`src/rtl/norm2_loader_if.sv`:
```
// norm2_loader_if
//   Groups the two streaming handshakes of the norm2 loader.
//   in_*  : sample stream into the loader. A sample moves in any cycle
//           where in_valid & in_ready are both high at the rising edge.
//   res_* : result stream out of the loader. A result moves in any cycle
//           where res_valid & res_ready are both high at the rising edge.
//           Once res_valid rises, it and res_data/res_err stay unchanged
//           until that handshake happens.
//   Modports: slave  = the loader (sample sink, result source)
//             master = the environment (sample source, result sink)
interface norm2_loader_if #(
   parameter int DATA_W = 27
);
   logic              in_valid;
   logic              in_ready;
   logic [DATA_W-1:0] in_data;
   logic              res_valid;
   logic              res_ready;
   logic [63:0]       res_data;
   logic              res_err;

   modport slave (
      input  in_valid, in_data, res_ready,
      output in_ready, res_valid, res_data, res_err
   );

   modport master (
      output in_valid, in_data, res_ready,
      input  in_ready, res_valid, res_data, res_err
   );
endinterface

```
`src/rtl/norm2_loader.sv`:
```
// norm2_loader
//   Upstream sequencer for the norm2 sum-of-squares datapath. It collects N
//   samples from a stream and writes them into main's array. It then pulses
//   r_enable, waits for main's w_enable and captures result. Finally it
//   offers the result on a stream and rearms for the next batch.
//
//   Optional feature: define NORM2_LOADER_TIMEOUT_EN to abort a run after
//   TIMEOUT cycles. The abort reports res_data=0 with res_err=1. Without the
//   macro, res_err is tied to 0 and RUN waits for w_enable indefinitely.
//
// Ports
//   clk, rst_n           clock, asynchronous active-low reset
//   bus (slave)          in_valid/in_ready/in_data sample stream,
//                        res_valid/res_ready/res_data/res_err result stream
//   controlArr           1 while the loader owns main's array port
//   controlArrWEnable_a  registered array write enable
//   controlArrAddr_a     registered array write address
//   controlArrWData_a    registered array write data
//   controlArrRData_a    array read data (unused)
//   r_enable             one-cycle start pulse to main
//   init_i, init_acc     constant 0 initial values for main
//   w_enable, result     main's done strobe and sum of squares
//   dbg_state_o          current FSM state, for observation only
module norm2_loader #(
   parameter int N       = 1000,
   parameter int ADDR_W  = 10,
   parameter int DATA_W  = 27,
   parameter int TIMEOUT = 4096
) (
   input  logic              clk,
   input  logic              rst_n,
   norm2_loader_if.slave     bus,
   output logic              controlArr,
   output logic              controlArrWEnable_a,
   output logic [ADDR_W-1:0] controlArrAddr_a,
   output logic [DATA_W-1:0] controlArrWData_a,
   input  logic [DATA_W-1:0] controlArrRData_a,
   output logic              r_enable,
   output logic [63:0]       init_i,
   output logic [63:0]       init_acc,
   input  logic              w_enable,
   input  logic [63:0]       result,
   output logic [2:0]        dbg_state_o
);

   typedef enum logic [2:0] {
      S_LOAD    = 3'd0,
      S_LAST_WR = 3'd1,
      S_START   = 3'd2,
      S_RUN     = 3'd3,
      S_DONE    = 3'd4
   } state_t;

   // One extra bit so that N = 2**ADDR_W can be reached without wrapping.
   localparam logic [ADDR_W:0] N_C = (ADDR_W+1)'(N);

   state_t              state_q;
   logic [ADDR_W:0]     count_q;
   logic [ADDR_W:0]     count_d;
   logic                in_ready_q;
   logic                ctrl_q;
   logic                we_q;
   logic [ADDR_W-1:0]   addr_q;
   logic [DATA_W-1:0]   data_q;
   logic                ren_q;
   logic                res_valid_q;
   logic [63:0]         res_data_q;
   logic                accept;

`ifdef NORM2_LOADER_TIMEOUT_EN
   localparam int TW = $clog2(TIMEOUT + 1);
   localparam logic [TW-1:0] TLAST = TW'(TIMEOUT - 1);
   // Counts cycles since the r_enable cycle. In the n-th RUN cycle it holds
   // n, so the abort makes res_valid rise exactly TIMEOUT cycles after
   // r_enable.
   logic [TW-1:0]       tcnt_q;
   logic                res_err_q;
`endif

   assign accept  = bus.in_valid & in_ready_q;
   assign count_d = count_q + (ADDR_W+1)'(1);

   always_ff @(posedge clk or negedge rst_n) begin
      if (!rst_n) begin
         state_q     <= S_LOAD;
         count_q     <= '0;
         in_ready_q  <= 1'b0;
         ctrl_q      <= 1'b1;
         we_q        <= 1'b0;
         addr_q      <= '0;
         data_q      <= '0;
         ren_q       <= 1'b0;
         res_valid_q <= 1'b0;
         res_data_q  <= '0;
`ifdef NORM2_LOADER_TIMEOUT_EN
         tcnt_q      <= '0;
         res_err_q   <= 1'b0;
`endif
      end else begin
         case (state_q)
            S_LOAD: begin
               in_ready_q <= 1'b1;
               if (accept) begin
                  we_q    <= 1'b1;
                  addr_q  <= count_q[ADDR_W-1:0];
                  data_q  <= bus.in_data;
                  count_q <= count_d;
                  if (count_d == N_C) begin
                     in_ready_q <= 1'b0;
                     state_q    <= S_LAST_WR;
                  end
               end else begin
                  // Address and data hold; only the strobe drops.
                  we_q <= 1'b0;
               end
            end
            S_LAST_WR: begin
               // The final write is on the array port during this cycle.
               we_q    <= 1'b0;
               ctrl_q  <= 1'b0;
               ren_q   <= 1'b1;
               state_q <= S_START;
`ifdef NORM2_LOADER_TIMEOUT_EN
               tcnt_q  <= '0;
`endif
            end
            S_START: begin
               ren_q   <= 1'b0;
               state_q <= S_RUN;
`ifdef NORM2_LOADER_TIMEOUT_EN
               tcnt_q  <= tcnt_q + TW'(1);
`endif
            end
            S_RUN: begin
               if (w_enable) begin
                  res_data_q  <= result;
                  res_valid_q <= 1'b1;
                  state_q     <= S_DONE;
               end
`ifdef NORM2_LOADER_TIMEOUT_EN
               else if (tcnt_q >= TLAST) begin
                  res_data_q  <= '0;
                  res_err_q   <= 1'b1;
                  res_valid_q <= 1'b1;
                  state_q     <= S_DONE;
               end else begin
                  tcnt_q <= tcnt_q + TW'(1);
               end
`endif
            end
            S_DONE: begin
               if (bus.res_ready) begin
                  res_valid_q <= 1'b0;
                  count_q     <= '0;
                  ctrl_q      <= 1'b1;
                  in_ready_q  <= 1'b1;
                  state_q     <= S_LOAD;
`ifdef NORM2_LOADER_TIMEOUT_EN
                  res_err_q   <= 1'b0;
`endif
               end
            end
            default: begin
               state_q <= S_LOAD;
            end
         endcase
      end
   end

   assign bus.in_ready        = in_ready_q;
   assign bus.res_valid       = res_valid_q;
   assign bus.res_data        = res_data_q;
`ifdef NORM2_LOADER_TIMEOUT_EN
   assign bus.res_err         = res_err_q;
`else
   assign bus.res_err         = 1'b0;
`endif
   assign controlArr          = ctrl_q;
   assign controlArrWEnable_a = we_q;
   assign controlArrAddr_a    = addr_q;
   assign controlArrWData_a   = data_q;
   assign r_enable            = ren_q;
   assign init_i              = '0;
   assign init_acc            = '0;
   assign dbg_state_o         = state_q;

   // Read data is never consumed, and TIMEOUT only matters with the macro.
   logic unused_ok;
   assign unused_ok = ^{controlArrRData_a, TIMEOUT[0]};

endmodule

```
`src/flat_wrapper.sv`:
```
// flat-port wrapper written by rule: the top's interface ports become plain ports
module norm2_loader_flat 
#(
   parameter int N       = 1000,
   parameter int ADDR_W  = 10,
   parameter int DATA_W  = 27,
   parameter int TIMEOUT = 4096
)
  (clk, rst_n, controlArr, controlArrWEnable_a, controlArrAddr_a, controlArrWData_a, controlArrRData_a, r_enable, init_i, init_acc, w_enable, result, dbg_state_o, bus_in_valid, bus_in_data, bus_res_ready, bus_in_ready, bus_res_valid, bus_res_data, bus_res_err);
  norm2_loader_if #(.DATA_W(DATA_W)) bus_i ();
  input  logic clk;
  input  logic rst_n;
  output logic controlArr;
  output logic controlArrWEnable_a;
  output logic [ADDR_W-1:0] controlArrAddr_a;
  output logic [DATA_W-1:0] controlArrWData_a;
  input  logic [DATA_W-1:0] controlArrRData_a;
  output logic r_enable;
  output logic [63:0] init_i;
  output logic [63:0] init_acc;
  input  logic w_enable;
  input  logic [63:0] result;
  output logic [2:0] dbg_state_o;
  input wire logic [$bits(bus_i.in_valid)-1:0] bus_in_valid;
  input wire logic [$bits(bus_i.in_data)-1:0] bus_in_data;
  input wire logic [$bits(bus_i.res_ready)-1:0] bus_res_ready;
  output wire logic [$bits(bus_i.in_ready)-1:0] bus_in_ready;
  output wire logic [$bits(bus_i.res_valid)-1:0] bus_res_valid;
  output wire logic [$bits(bus_i.res_data)-1:0] bus_res_data;
  output wire logic [$bits(bus_i.res_err)-1:0] bus_res_err;
  assign bus_i.in_valid = bus_in_valid;
  assign bus_i.in_data = bus_in_data;
  assign bus_i.res_ready = bus_res_ready;
  assign bus_in_ready = bus_i.in_ready;
  assign bus_res_valid = bus_i.res_valid;
  assign bus_res_data = bus_i.res_data;
  assign bus_res_err = bus_i.res_err;
  norm2_loader #(.N(N), .ADDR_W(ADDR_W), .DATA_W(DATA_W), .TIMEOUT(TIMEOUT)) u_core (.clk(clk), .rst_n(rst_n), .bus(bus_i), .controlArr(controlArr), .controlArrWEnable_a(controlArrWEnable_a), .controlArrAddr_a(controlArrAddr_a), .controlArrWData_a(controlArrWData_a), .controlArrRData_a(controlArrRData_a), .r_enable(r_enable), .init_i(init_i), .init_acc(init_acc), .w_enable(w_enable), .result(result), .dbg_state_o(dbg_state_o));
endmodule
```
`config.mk`:
```
export PLATFORM = sky130hd
export DESIGN_NAME = norm2_loader_flat
export DESIGN_NICKNAME = d
export VERILOG_FILES = /design/src/rtl/norm2_loader_if.sv /design/src/rtl/norm2_loader.sv /design/src/flat_wrapper.sv
export SDC_FILE = /design/constraint.sdc
export NUM_CORES = 1
export LEC_CHECK = 0
export ABC_CLOCK_PERIOD_IN_PS = 3100
export BUFFER_PORTS_ARGS = -buffer_cell sky130_fd_sc_hd__buf_2
export CAP_MARGIN = 20
export CORE_AREA = 2 2 140 142
export CTS_CLUSTER_SIZE = 24
export DETAILED_ROUTE_END_ITERATION = 8
export DIE_AREA = 0 0 142 144
export GPL_TIMING_DRIVEN = 0
export PLACE_DENSITY = 0.7
export SYNTH_ARGS = -nofsm -noshare
export SYNTH_HDL_FRONTEND = slang
export SYNTH_SLANG_ARGS = --single-unit
```
`constraint.sdc`:
```
create_clock -name clk -period 3.1 [get_ports clk]
set_input_delay 0 -clock clk [delete_from_list [all_inputs] [get_ports clk]]
set_output_delay 0 -clock clk [all_outputs]
set_load 0.02 [all_outputs]
```
# Word level (Yosys, flattened, before mapping)
# Cells that the tools add are included.
[word_totals] ff_bits=120 inputBits=123 out_inout_bits=238
[classes] add_sub_neg=1 n_eq_ne=9 n_mux=19 bitwise=1 reduce_logical=13
[op_table] op="$mux W11" n=2
[op_table] op="$pmux W11 S2" n=1
[op_table] op="$pmux W3 S5" n=1
[op_table] op="$mux W3" n=4
[op_table] op="$add A11 B1 Y11 const B" n=1
[op_table] op="$eq A11 B10 Y1 const B" n=1
[op_table] op="$pmux W1 S2" n=5
[op_table] op="$reduce_bool A2 Y1" n=5
[op_table] op="$reduce_and A2 Y1" n=4
[op_table] op="$eq A3 B2 Y1 const B" n=2
[op_table] op="$mux W1" n=6
[op_table] op="$reduce_and A3 Y1" n=2
[op_table] op="$ne A2 B1 Y1 const B" n=2
[op_table] op="$ne A2 B2 Y1 const B" n=2
[op_table] op="$reduce_and A4 Y1" n=1
[op_table] op="$eq A3 B1 Y1 const B" n=1
[op_table] op="$eq A3 B3 Y1 const B" n=1
[op_table] op="$logic_not A3 Y1" n=1
[op_table] op="$and A1 B1 Y1" n=1

# Depth between registers and ports, before layout
# Gate-level depths: netlist of run 1.
[logic_depth] depth_word=5 mapped_depth=7 mapped_depth_nobuf=5

# Worst setup path after synthesis of run 1
# OpenSTA, ideal clock, no wires.
[synth_timing] kind="register -> register" startpoint="reg u_core.count_q[0]" endpoint="reg u_core.in_ready_q, in the netlist u_core.bus.in_ready" setup_time_ps=129 arrival_ps=1695 t_required_ps=2971 setup_slack_ps=1275 path_stages_with_launch=6 n_path_buf=0 period_less_slack_ps=1825 path_cell_list="dfrtp_1 ha_1 nand2_1 or3_1 o221a_1 o41a_1"
[synth_between] elab_chain_len=5
[synth_rtl] item="start: declaration" line="norm2_loader.sv:58" source="logic [ADDR_W:0] count_q;"
[synth_rtl] item="start signal: assignment" line="norm2_loader.sv:107" source="count_q <= count_d;"
[synth_rtl] item="$add A11 B1 Y11" line="norm2_loader.sv:81" source="assign count_d = count_q + (ADDR_W+1)'(1);"
[synth_rtl] item="$eq A11 B10 Y1" line="norm2_loader.sv:108" source="if (count_d == N_C) begin"
[synth_rtl] item="$mux W1" line="norm2_loader.sv:108"
[synth_rtl] item="$mux W1" line="norm2_loader.sv:103" source="if (accept) begin"
[synth_rtl] item="$pmux W1 S2" line="norm2_loader.sv:100" source="case (state_q)"
[synth_rtl] item="end signal: assignment" line="norm2_loader.sv:87" source="in_ready_q <= 1'b0;"
[synth_rtl] item="end signal: assignment" line="norm2_loader.sv:102" source="in_ready_q <= 1'b1;"
[synth_rtl] item="end signal: assignment" line="norm2_loader.sv:109" source="in_ready_q <= 1'b0;"
[synth_rtl] item="end: declaration" line="norm2_loader.sv:60" source="logic in_ready_q;"
# No other way between the ends.
# A chain may end at the register's enable or synchronous reset.

# Final worst setup path of run 1
[layout_timing] startpoint="reg u_core.count_q[1]" endpoint="reg u_core.in_ready_q, in the netlist u_core.bus.in_ready"
# The elaborated chain is that of the path after synthesis.

==> results of run 1 <==
==> stage by stage <==
step / hold slack (ns) / setup slack [ns] / instance area, um^2 / instances
after floorplan: -0.296 / 1.28 / 6270 / 667
after global placement: 0.190 / 0.457 / 7590 / 1109
after detailed placement: 0.0170 / 1.05 / 7620 / 1110
after CTS: 0.0419 / 1.04 / 9190 / 1235
after global routing: 0.0630 / 0.946 / 9190 / 1235
final: 0.0597 / 1.02 / 9190 / 1235
==> final timing paths <==
check	startpoint	endpoint	slack (ns)	depth (start not counted)
worst max-delay path	u_core.count_q[1]$_DFFE_PN0P_	u_core.bus.in_ready$_DFFE_PN0P_	1.02	5
worst min register to register	u_core.controlArrWData_a[25]$_DFFE_PN0P_	u_core.controlArrWData_a[25]$_DFFE_PN0P_	0.47	2
max in group asynchronous	rst_n	u_core.bus.res_data[57]$_DFFE_PN0P_	2.27	3
min in group asynchronous	rst_n	u_core.controlArrWData_a[26]$_DFFE_PN0P_	0.12	2
worst max register to register	u_core.count_q[1]$_DFFE_PN0P_	u_core.bus.in_ready$_DFFE_PN0P_	1.02	5
worst min-delay path	bus_in_valid	u_core.dbg_state_o[0]$_DFFE_PN0P_	0.06	4
==> report_power, final <==
group / total [mW] / switching, mW / internal, mW
Sequential: 2.62 / 0.373 / 2.24
Combinational: 3.10 / 1.93 / 1.17
Clock: 2.09 / 0.740 / 1.35
Total: 7.80 / 3.04 / 4.76
==> registers in the layout, indices dropped and copies added, names as in the netlist <==
register                    count
u_core.bus.in_ready             1
u_core.bus.res_data            64
u_core.bus.res_valid            1
u_core.controlArr               1
u_core.controlArrAddr_a        10
u_core.controlArrWData_a       27
u_core.controlArrWEnable_a      1
u_core.count_q                 11
u_core.dbg_state_o              3
u_core.r_enable                 1
==> metal layers <==
layer,up-vias,share of wire
met5,-,0.00064
met4,2,0.021
met3,17,0.086
met2,229,0.51
met1,2280,0.38
li1,2409,-
==> tightest hold or removal path: stages <==
cell	delay, ns
buf_2	0.12
nand3b_4	0.10
or4_1	0.14
o31ai_1	0.07
==> logic make-up after synthesis <==
group | synth area share
AOI/OAI and AO/OA | 0.0398
other | 0.000648
DFF | 0.519
buffers and inverters | 0.189
and+or+nand+nor | 0.119
muxes | 0.126
adders and majority gates | 0.00216
xor gates and xnor gates | 0.00454
==> cells in the mapped netlist (all sizes together), types with 2 or more instances <==
| library cell | count | area share |
|---|---|---|
| o31ai | 2 | 0.0026 |
| o21ai | 17 | 0.015 |
| buf | 147 | 0.18 |
| and3 | 3 | 0.0041 |
| nand4 | 3 | 0.0043 |
| nand2 | 124 | 0.080 |
| mux2 | 64 | 0.12 |
| a21oi | 9 | 0.0078 |
| nor3b | 2 | 0.0026 |
| or2 | 2 | 0.0022 |
| clkbuf | 4 | 0.0026 |
| nor2 | 5 | 0.0032 |
| nand3 | 6 | 0.0061 |
| dfrtp | 119 | 0.51 |
| a21o | 3 | 0.0039 |
| inv | 3 | 0.0019 |
| nand3b | 2 | 0.0048 |
| nor3 | 3 | 0.0026 |
| or4 | 2 | 0.0026 |
| xor2 | 3 | 0.0045 |
==> cell type report <==
type	instances	area (um^2)	share of cell area
Clock inverter	14	199	0.0217
Clock buffer	17	425	0.0463
Tap cell	238	298	0.0324
Buffer	151	1080	0.118
Timing Repair Buffer	299	2000	0.217
Multi-Input combinational cell	393	2170	0.236
Sequential cell	120	3000	0.327
Inverter	3	11.3	0.00123
==> placed cells by master (no fill, tap or decap), types with 3 or more instances in the layout <==
master / instances
inv_1: 3
clkbuf_1: 4
buf_4: 129
a21o_1: 3
nor2_1: 5
nor3_1: 3
nand2_1: 124
xor2_1: 3
dlygate4sd3_1: 94
clkinv_4: 3
clkbuf_16: 17
clkinvlp_4: 4
conb_1: 129
buf_2: 220
o21ai_0: 8
o21ai_1: 9
dfrtp_1: 119
nand3_1: 5
bufinv_16: 4
mux2_1: 64
a21oi_1: 9
==> timing repair <==
item | CTS | global route
hold buffers | 94 | 0
hold endpoints to repair | 157 | 0
buffers inserted | 0 | 0
==> results_dict.tcl, run 1 <==
set metrics [dict create \
    outcome "completed" \
    cts_tree "done" \
    clock_latency_ns 0.42 \
    gp_congestion 0.767 \
    cts.repair.resized 0 \
    synth_ff_type "dfrtp_1" \
    setup.worst_path.end_class "flip-flop" \
    grtUsageTotal 0.148 \
    gr-usage-met3 0.0533 \
    drive_gt1_frac 0.390 \
    numCtsBuffers 17 \
    grtUsageMet2 0.256 \
    die_area_um2 20400 \
    coreArea_um2 19100 \
    cts.clk_slew.worst_paths_ns 0.06 \
    slew_violations 0 \
    required_ns 3.39 \
    syn-cell-area_um2 5790 \
    start_kind "flip-flop" \
    synth-edff-count 0 \
    cp_max_fo 6 \
    grt_pass1_wl_mm 23.5 \
    ant_nets 0 \
    detail_route.wl_per_cell_um 12.7 \
    std_cell_rows 51 \
    p_leak_nw 4.99 \
    avgSynthCellArea_um2 10.7 \
    hold_viol 0 \
    seq_area_frac_synth 0.519 \
    ys_ff_latch 120 \
    num_vias 4937 \
    setup_tns_ns 0 \
    path_cells "ha_1, nand2_1, or3_1, o221a_1, o41a_1" \
    die_w_um 142 \
    grt_max_degree 63 \
    io_buffers 204 \
    clock_path_buffers 2 \
    io_pins 361 \
    critPathTopFamily "compound AO/OA/AOI/OAI gates" \
    rsz0062_at_grt "false" \
    yosys_warnings 0 \
    min_period_ns 2.08 \
    fp.dieH_um 144 \
    arrival_ns 2.37 \
    ir_drop_mv 0.366 \
    fin_skew_ns 0.0145 \
    tightest_slew_ns 0.599 \
    antenna_cells 0 \
    place_hpwl_mm 10.9 \
    vias_per_cell 4.00 \
    grt_antenna_before_repair 0 \
    hold_class "in2reg" \
    dr.pass1.iters 4 \
    timing.fmax_mhz 480 \
    critPathKind "reg2reg" \
    grt_pass1_vias 4658 \
    relSlewSlack 0.601 \
    fin_util 0.481 \
    grt_overflow 0 \
    syn_inst 539 \
    setup_viol 0 \
    cap_violations 0 \
    drc_errors 0 \
    period_share 0.672 \
    slowest_delay_ns 0.44 \
    ys_types 43 \
    htree_levels 4 \
    start_util 0.303 \
    fillers 1687 \
    crit_buf_inv 0 \
    totalWireLength_mm 15.6 \
    cp_slowest_cell "dfrtp_1" \
    grt.busiest_layer "met2" \
    nNetsFinal 1109 \
    syn2layout_area_growth_pct 58.7 \
    drtIter0Drc 127 \
    power.total_mw 7.80 \
    async_flop_share 1.00 \
    p_per_area_nw_per_um2 849 \
    clockRootBuffer "clkbuf_16" \
    use_met1 0.165 \
    numClockSinks 120 \
]
Note: power is estimated with default switching activity, not from simulation.
==> inputs of run 2 (changes only) <==
Settings changed: ABC_CLOCK_PERIOD_IN_PS 3100 to 1900, CORE_AREA 2 2 140 142 to 2 2 141 143, DIE_AREA 0 0 142 144 to 0 0 143 145, PLACE_DENSITY 0.7 to 0.71.
Clock period 3.1 ns to 1.9 ns, I/O delays scaled along.
==> run 2 against run 1 <==
Net effect:
- critical path type unchanged
- final area rose by 0.45%
- final cell count up 2.4%
- via count rose by 0.28%
- largest cell class unchanged
- global-route usage rose by 0.65 points
- die area increased by 1.4%
- core utilization is 0.10 points lower
- worst hold slack improved by 0.013 ns
==> results_dict.tcl, run 2 (synthesis gave the netlist of run 1 again) <==
set metrics [dict create \
    io_pins 361 \
    setup.worst_path.end_class "flip-flop" \
    slowest_delay_ns 0.42 \
    clock_path_buffers 2 \
    io_buffers 204 \
    cap_violations 0 \
    fp.dieH_um 145 \
    drtIter0Drc 143 \
    min_period_ns 1.82 \
    p_leak_nw 5.00 \
    relSlewSlack 0.627 \
    place_area_um2 7650 \
    die_w_um 143 \
    p_clk_frac 0.248 \
    slew_violations 0 \
    hold_class "in2reg" \
    outcome "completed" \
    dr.pass1.iters 4 \
    arrival_ns 2.10 \
    clockRootBuffer "clkbuf_16" \
    min-delay-start "bus_in_valid" \
    vias_per_cell 3.91 \
    power.total_mw 12.6 \
    nNetsFinal 1112 \
    fin_skew_ns 0.0128 \
    numCtsBuffers 17 \
    crit_start "u_core.count_q[0]$_DFFE_PN0P_" \
    ir_drop_mv 0.723 \
    grt_overflow 0 \
    hold_viol 0 \
    clock_latency_ns 0.41 \
    drc_errors 0 \
    htree_levels 4 \
    antenna_cells 0 \
    drive_gt1_frac 0.400 \
    layout_common_cells "buf_2 (214), buf_4 (134), conb_1 (129)" \
    coreArea_um2 19200 \
    gp_congestion 0.798 \
    tightest_slew_ns 0.559 \
    grt_max_degree 64 \
    die_area_um2 20700 \
    syn2layout_area_growth_pct 59.4 \
    grtUsageTotal 0.155 \
    reg2reg_from "u_core.count_q[0]$_DFFE_PN0P_" \
    rrSetupSlack_ns 0.08 \
    grt_pass1_wl_mm 25.4 \
    path_cells "ha_4, nand2_2, or3_1, o221a_1, o41a_1" \
    design_area_um2 9230 \
    grt_antenna_before_repair 0 \
    power_frac_comb 0.410 \
    layout_commonest_cell "buf_2" \
    start_kind "flip-flop" \
    numClockSinks 120 \
    detail_route.wl_per_cell_um 12.8 \
    ant_nets 0 \
    fillers 1754 \
    totalWireLength_mm 16.2 \
    power.share.switching 0.395 \
    cp_max_fo 6 \
    place_hpwl_mm 11.1 \
    p_per_area_nw_per_um2 1360 \
    critPathKind "reg2reg" \
    p_int_mw 7.60 \
    setup_viol 0 \
    num_vias 4951 \
    rsz0062_at_grt "false" \
    cp_slowest_cell "dfrtp_2" \
    fin_util 0.480 \
    period_share 0.958 \
    pwr-share-seq 0.343 \
    grt_pass1_vias 4987 \
    p_switching_mw 4.95 \
    timing.fmax_mhz 550 \
    largest_register_ffs 64 \
    hold-worst-slack_ns 0.0725 \
    cts.clk_slew.worst_paths_ns 0.06 \
    required_ns 2.18 \
    start_util 0.301 \
    cts_tree "done" \
    std_cell_rows 51 \
]
==> run 2: changes by cell type in the layout (fill, tap and decap cells not counted), sizes merged <==
| cell | before | now |
|---|---|---|
| clkbuf | 21 | 27 |
| buf | 352 | 351 |
| clkinv | 4 | 5 |
| inv | 5 | 4 |
| bufinv | 4 | 2 |
==> run 2: metrics by stage <==
| stage | instances | TNS (ns) | setup WS [ns] |
|---|---|---|---|
| finish | 1265 | 0 | 0.0803 |
| global route | 1265 | 0 | 0.00779 |
| CTS | 1262 | 0 | 0.0322 |
| detailed placement | 1137 | -0.200 | -0.136 |
| global placement | 1136 | -82.73 | -0.705 |
| floorplan | 667 | 0 | 0.0753 |
==> run 2: power by group through the flow <==
| stage | registers [mW] | clock network (mW) | logic (mW) |
|---|---|---|---|
| after floorplan | 5.57 | 0 | 1.86 |
| after global placement | 4.24 | 0 | 4.85 |
| after detailed placement | 4.29 | 0 | 4.92 |
| after CTS | 4.28 | 3.20 | 5.09 |
| after global routing | 4.44 | 3.34 | 5.58 |
| final | 4.30 | 3.11 | 5.14 |
==> run 2: critical path: cells and delay by family (launching register included) <==
kind	cells	cell delay [ns]
compound gates	2	0.68
fa+ha+maj	1	0.19
flops	1	0.42
simple gates	2	0.40
==> run 2: cell type report <==
| cell class | count | area [um^2] | area share |
|---|---|---|---|
| flip-flops and latches | 120 | 3010 | 0.326 |
| multi-input cells | 393 | 2190 | 0.237 |
| repair buffers | 302 | 2020 | 0.219 |
| plain buffers | 151 | 1100 | 0.119 |
| clock buffers | 19 | 443 | 0.0480 |
| well taps | 265 | 332 | 0.0359 |
| clock inverters | 12 | 128 | 0.0138 |
| inverters | 3 | 11.3 | 0.00122 |
==> run 2: worst paths after layout <==
kind / to / cells after the start
worst max-delay path: u_core.bus.in_ready$_DFFE_PN0P_ / 5
worst min-delay path: u_core.dbg_state_o[0]$_DFFE_PN0P_ / 4
worst max register to register: u_core.bus.in_ready$_DFFE_PN0P_ / 5
worst min register to register: u_core.controlArrWData_a[17]$_DFFE_PN0P_ / 2
max in group asynchronous: u_core.bus.res_data[55]$_DFFE_PN0P_ / 3
min in group asynchronous: u_core.controlArrWData_a[2]$_DFFE_PN0P_ / 2
==> run 2: repair_timing <==
item / CTS / global route
endpoints found under the hold margin: 153 / 0
hold buffers: 94 / 0
resized for setup: 7 / 11
setup buffers: 0 / 3
pin swaps: 0 / 0
endpoints found under the setup margin: 17 / 59
==> run 2: routing by layer <==
layer  part of all wire  global-route usage  up-vias
met5                  0                   0        -
met4              0.020              0.0579        0
met3              0.082              0.0479       23
met2               0.51               0.276      225
met1               0.39               0.170     2293
li1                   -                   -     2410
==> inputs of run 3 (changes only) <==
Settings changed: CELL_PAD_IN_SITES_DETAIL_PLACEMENT from default to 1, CELL_PAD_IN_SITES_GLOBAL_PLACEMENT from default to 2, CORE_AREA 2 2 141 143 to default, CORE_ASPECT_RATIO from default to 1.4, CORE_MARGIN from default to 2, CORE_UTILIZATION from default to 22, DIE_AREA 0 0 143 145 to default, PLACE_DENSITY 0.71 to 0.86, TNS_END_PERCENT from default to 100.
==> run 3 against run 2 <==
Net effect:
- die area grew 33%
- sequential cell count is the same
- global-route usage shrank 1.7 points
- total power grew 4.4%
- maximum frequency shrank 1.1%
==> results_dict.tcl, run 3 (synthesis gave the netlist of run 1 again) <==
set metrics [dict create \
    start_util 0.222 \
    hold_path_depth 4 \
    io_buffers 204 \
    antenna_cells 0 \
    grt_max_degree 67 \
    outcome "completed" \
    vias_per_cell 3.87 \
    power.total_mw 13.1 \
    clockRootBuffer "clkbuf_16" \
    period_share 0.969 \
    min_period_ns 1.84 \
    p_per_area_nw_per_um2 1400 \
    clock_path_buffers 2 \
    critPathKind "reg2reg" \
    setup.worst_path.end_class "flip-flop" \
    detail_route.wl_per_cell_um 14.4 \
    reg2reg_from "u_core.count_q[1]$_DFFE_PN0P_" \
    layout_commonest_cell "buf_2" \
    cap_violations 0 \
    place_hpwl_mm 13.1 \
    gp_congestion 0.759 \
    cts.clk_slew.worst_paths_ns 0.05 \
    grtUsageTotal 0.138 \
    grt_overflow 0 \
    num_vias 5129 \
    numClockSinks 120 \
    slew_violations 0 \
    coreArea_um2 26000 \
    drc_errors 0 \
    die_area_um2 27600 \
    die_w_um 141 \
    syn2layout_area_growth_pct 62.3 \
    cp_max_fo 6 \
    min-delay-start "bus_in_valid" \
    hold_class "in2reg" \
    ir_drop_mv 0.513 \
    arrival_ns 2.13 \
    tightest_slew_ns 0.569 \
    numCtsBuffers 17 \
    dr.pass1.iters 4 \
    setup_viol 0 \
    design_area_um2 9390 \
    std_cell_rows 70 \
    start_kind "flip-flop" \
    relSlewSlack 0.621 \
    clock_latency_ns 0.41 \
    crit_start "u_core.count_q[1]$_DFFE_PN0P_" \
    place_area_um2 7730 \
    hold_viol 0 \
    cts_tree "done" \
    drive_gt1_frac 0.401 \
    layout_common_cells "buf_2 (213), buf_4 (134), conb_1 (129)" \
    largest_register_ffs 64 \
    htree_levels 4 \
    nNetsFinal 1111 \
    timing.fmax_mhz 543 \
    fp.dieH_um 196 \
    required_ns 2.19 \
    fin_skew_ns 0.00689 \
    grt_antenna_before_repair 0 \
    drtIter0Drc 149 \
    grt_pass1_wl_mm 29.6 \
    grt_pass1_vias 5551 \
    io_pins 361 \
    totalWireLength_mm 19.1 \
    p_leak_nw 5.05 \
    ant_nets 0 \
    r2r_cells 5 \
]
## run 3: area by class of cell
| cell class | instances | area, um^2 |
|---|---|---|
| fill | 3037 | 16600 |
| sequential | 120 | 3010 |
| multi-input combinational | 393 | 2210 |
| timing repair buffer | 302 | 2020 |
| buffer | 150 | 1100 |
| clock buffer | 19 | 433 |
| tap | 324 | 405 |
| clock inverter | 13 | 203 |
| inverter | 3 | 11.3 |
## run 3: metal layers
layer	vias to the layer above	share of wire	track usage
li1	2398	-	-
met1	2451	0.38	0.146
met2	261	0.52	0.255
met3	19	0.083	0.0439
met4	0	0.017	0.0481
met5	-	0	0
## run 3: final timing paths
path	to	slack, ns
worst max-delay path	u_core.bus.in_ready$_DFFE_PN0P_	0.06
worst min-delay path	u_core.dbg_state_o[0]$_DFFE_PN0P_	0.07
worst max register to register	u_core.bus.in_ready$_DFFE_PN0P_	0.06
worst min register to register	u_core.controlArrWData_a[17]$_DFFE_PN0P_	0.47
max in group asynchronous	u_core.controlArrWData_a[22]$_DFFE_PN0P_	1.03
min in group asynchronous	u_core.bus.res_data[10]$_DFFE_PN0P_	0.13
## run 3: stage by stage
stage / TNS (ns) / utilization / worst slack, ns / cells / hold WS, ns
after floorplan: 0 / - / 0.0753 / 667 / -0.296
after detailed placement: -2.04 / 0.297 / -0.210 / 1196 / 0.0160
after global placement: -105.70 / 0.296 / -0.892 / 1195 / 0.190
after CTS: 0 / 0.359 / 0.00841 / 1322 / 0.0678
final: 0 / 0.361 / 0.0591 / 1324 / 0.0701
after global routing: -0.0209 / 0.361 / -0.00531 / 1324 / 0.0817
## run 3: critical path, stage by stage, from the launching register on
cell and delay, ns:
dfrtp_2 0.44, ha_4 0.21, nand2_4 0.06, or3_1 0.35, o221a_1 0.28, o41a_1 0.37
## run 3: repair_timing
item,CTS,global route
hold buffers,94,0
gates cloned,0,0
gates resized for setup,11,11
hold endpoints to repair,150,0
setup endpoints to repair,24,81
buffers inserted,0,3
pin swaps,1,5
## run 3: report_power, final
| part | switching [mW] | leakage, nW | internal (mW) |
|---|---|---|---|
| Sequential | 0.703 | 1.47 | 3.67 |
| Combinational | 3.27 | 3.27 | 1.97 |
| Clock | 1.19 | 0.307 | 2.32 |
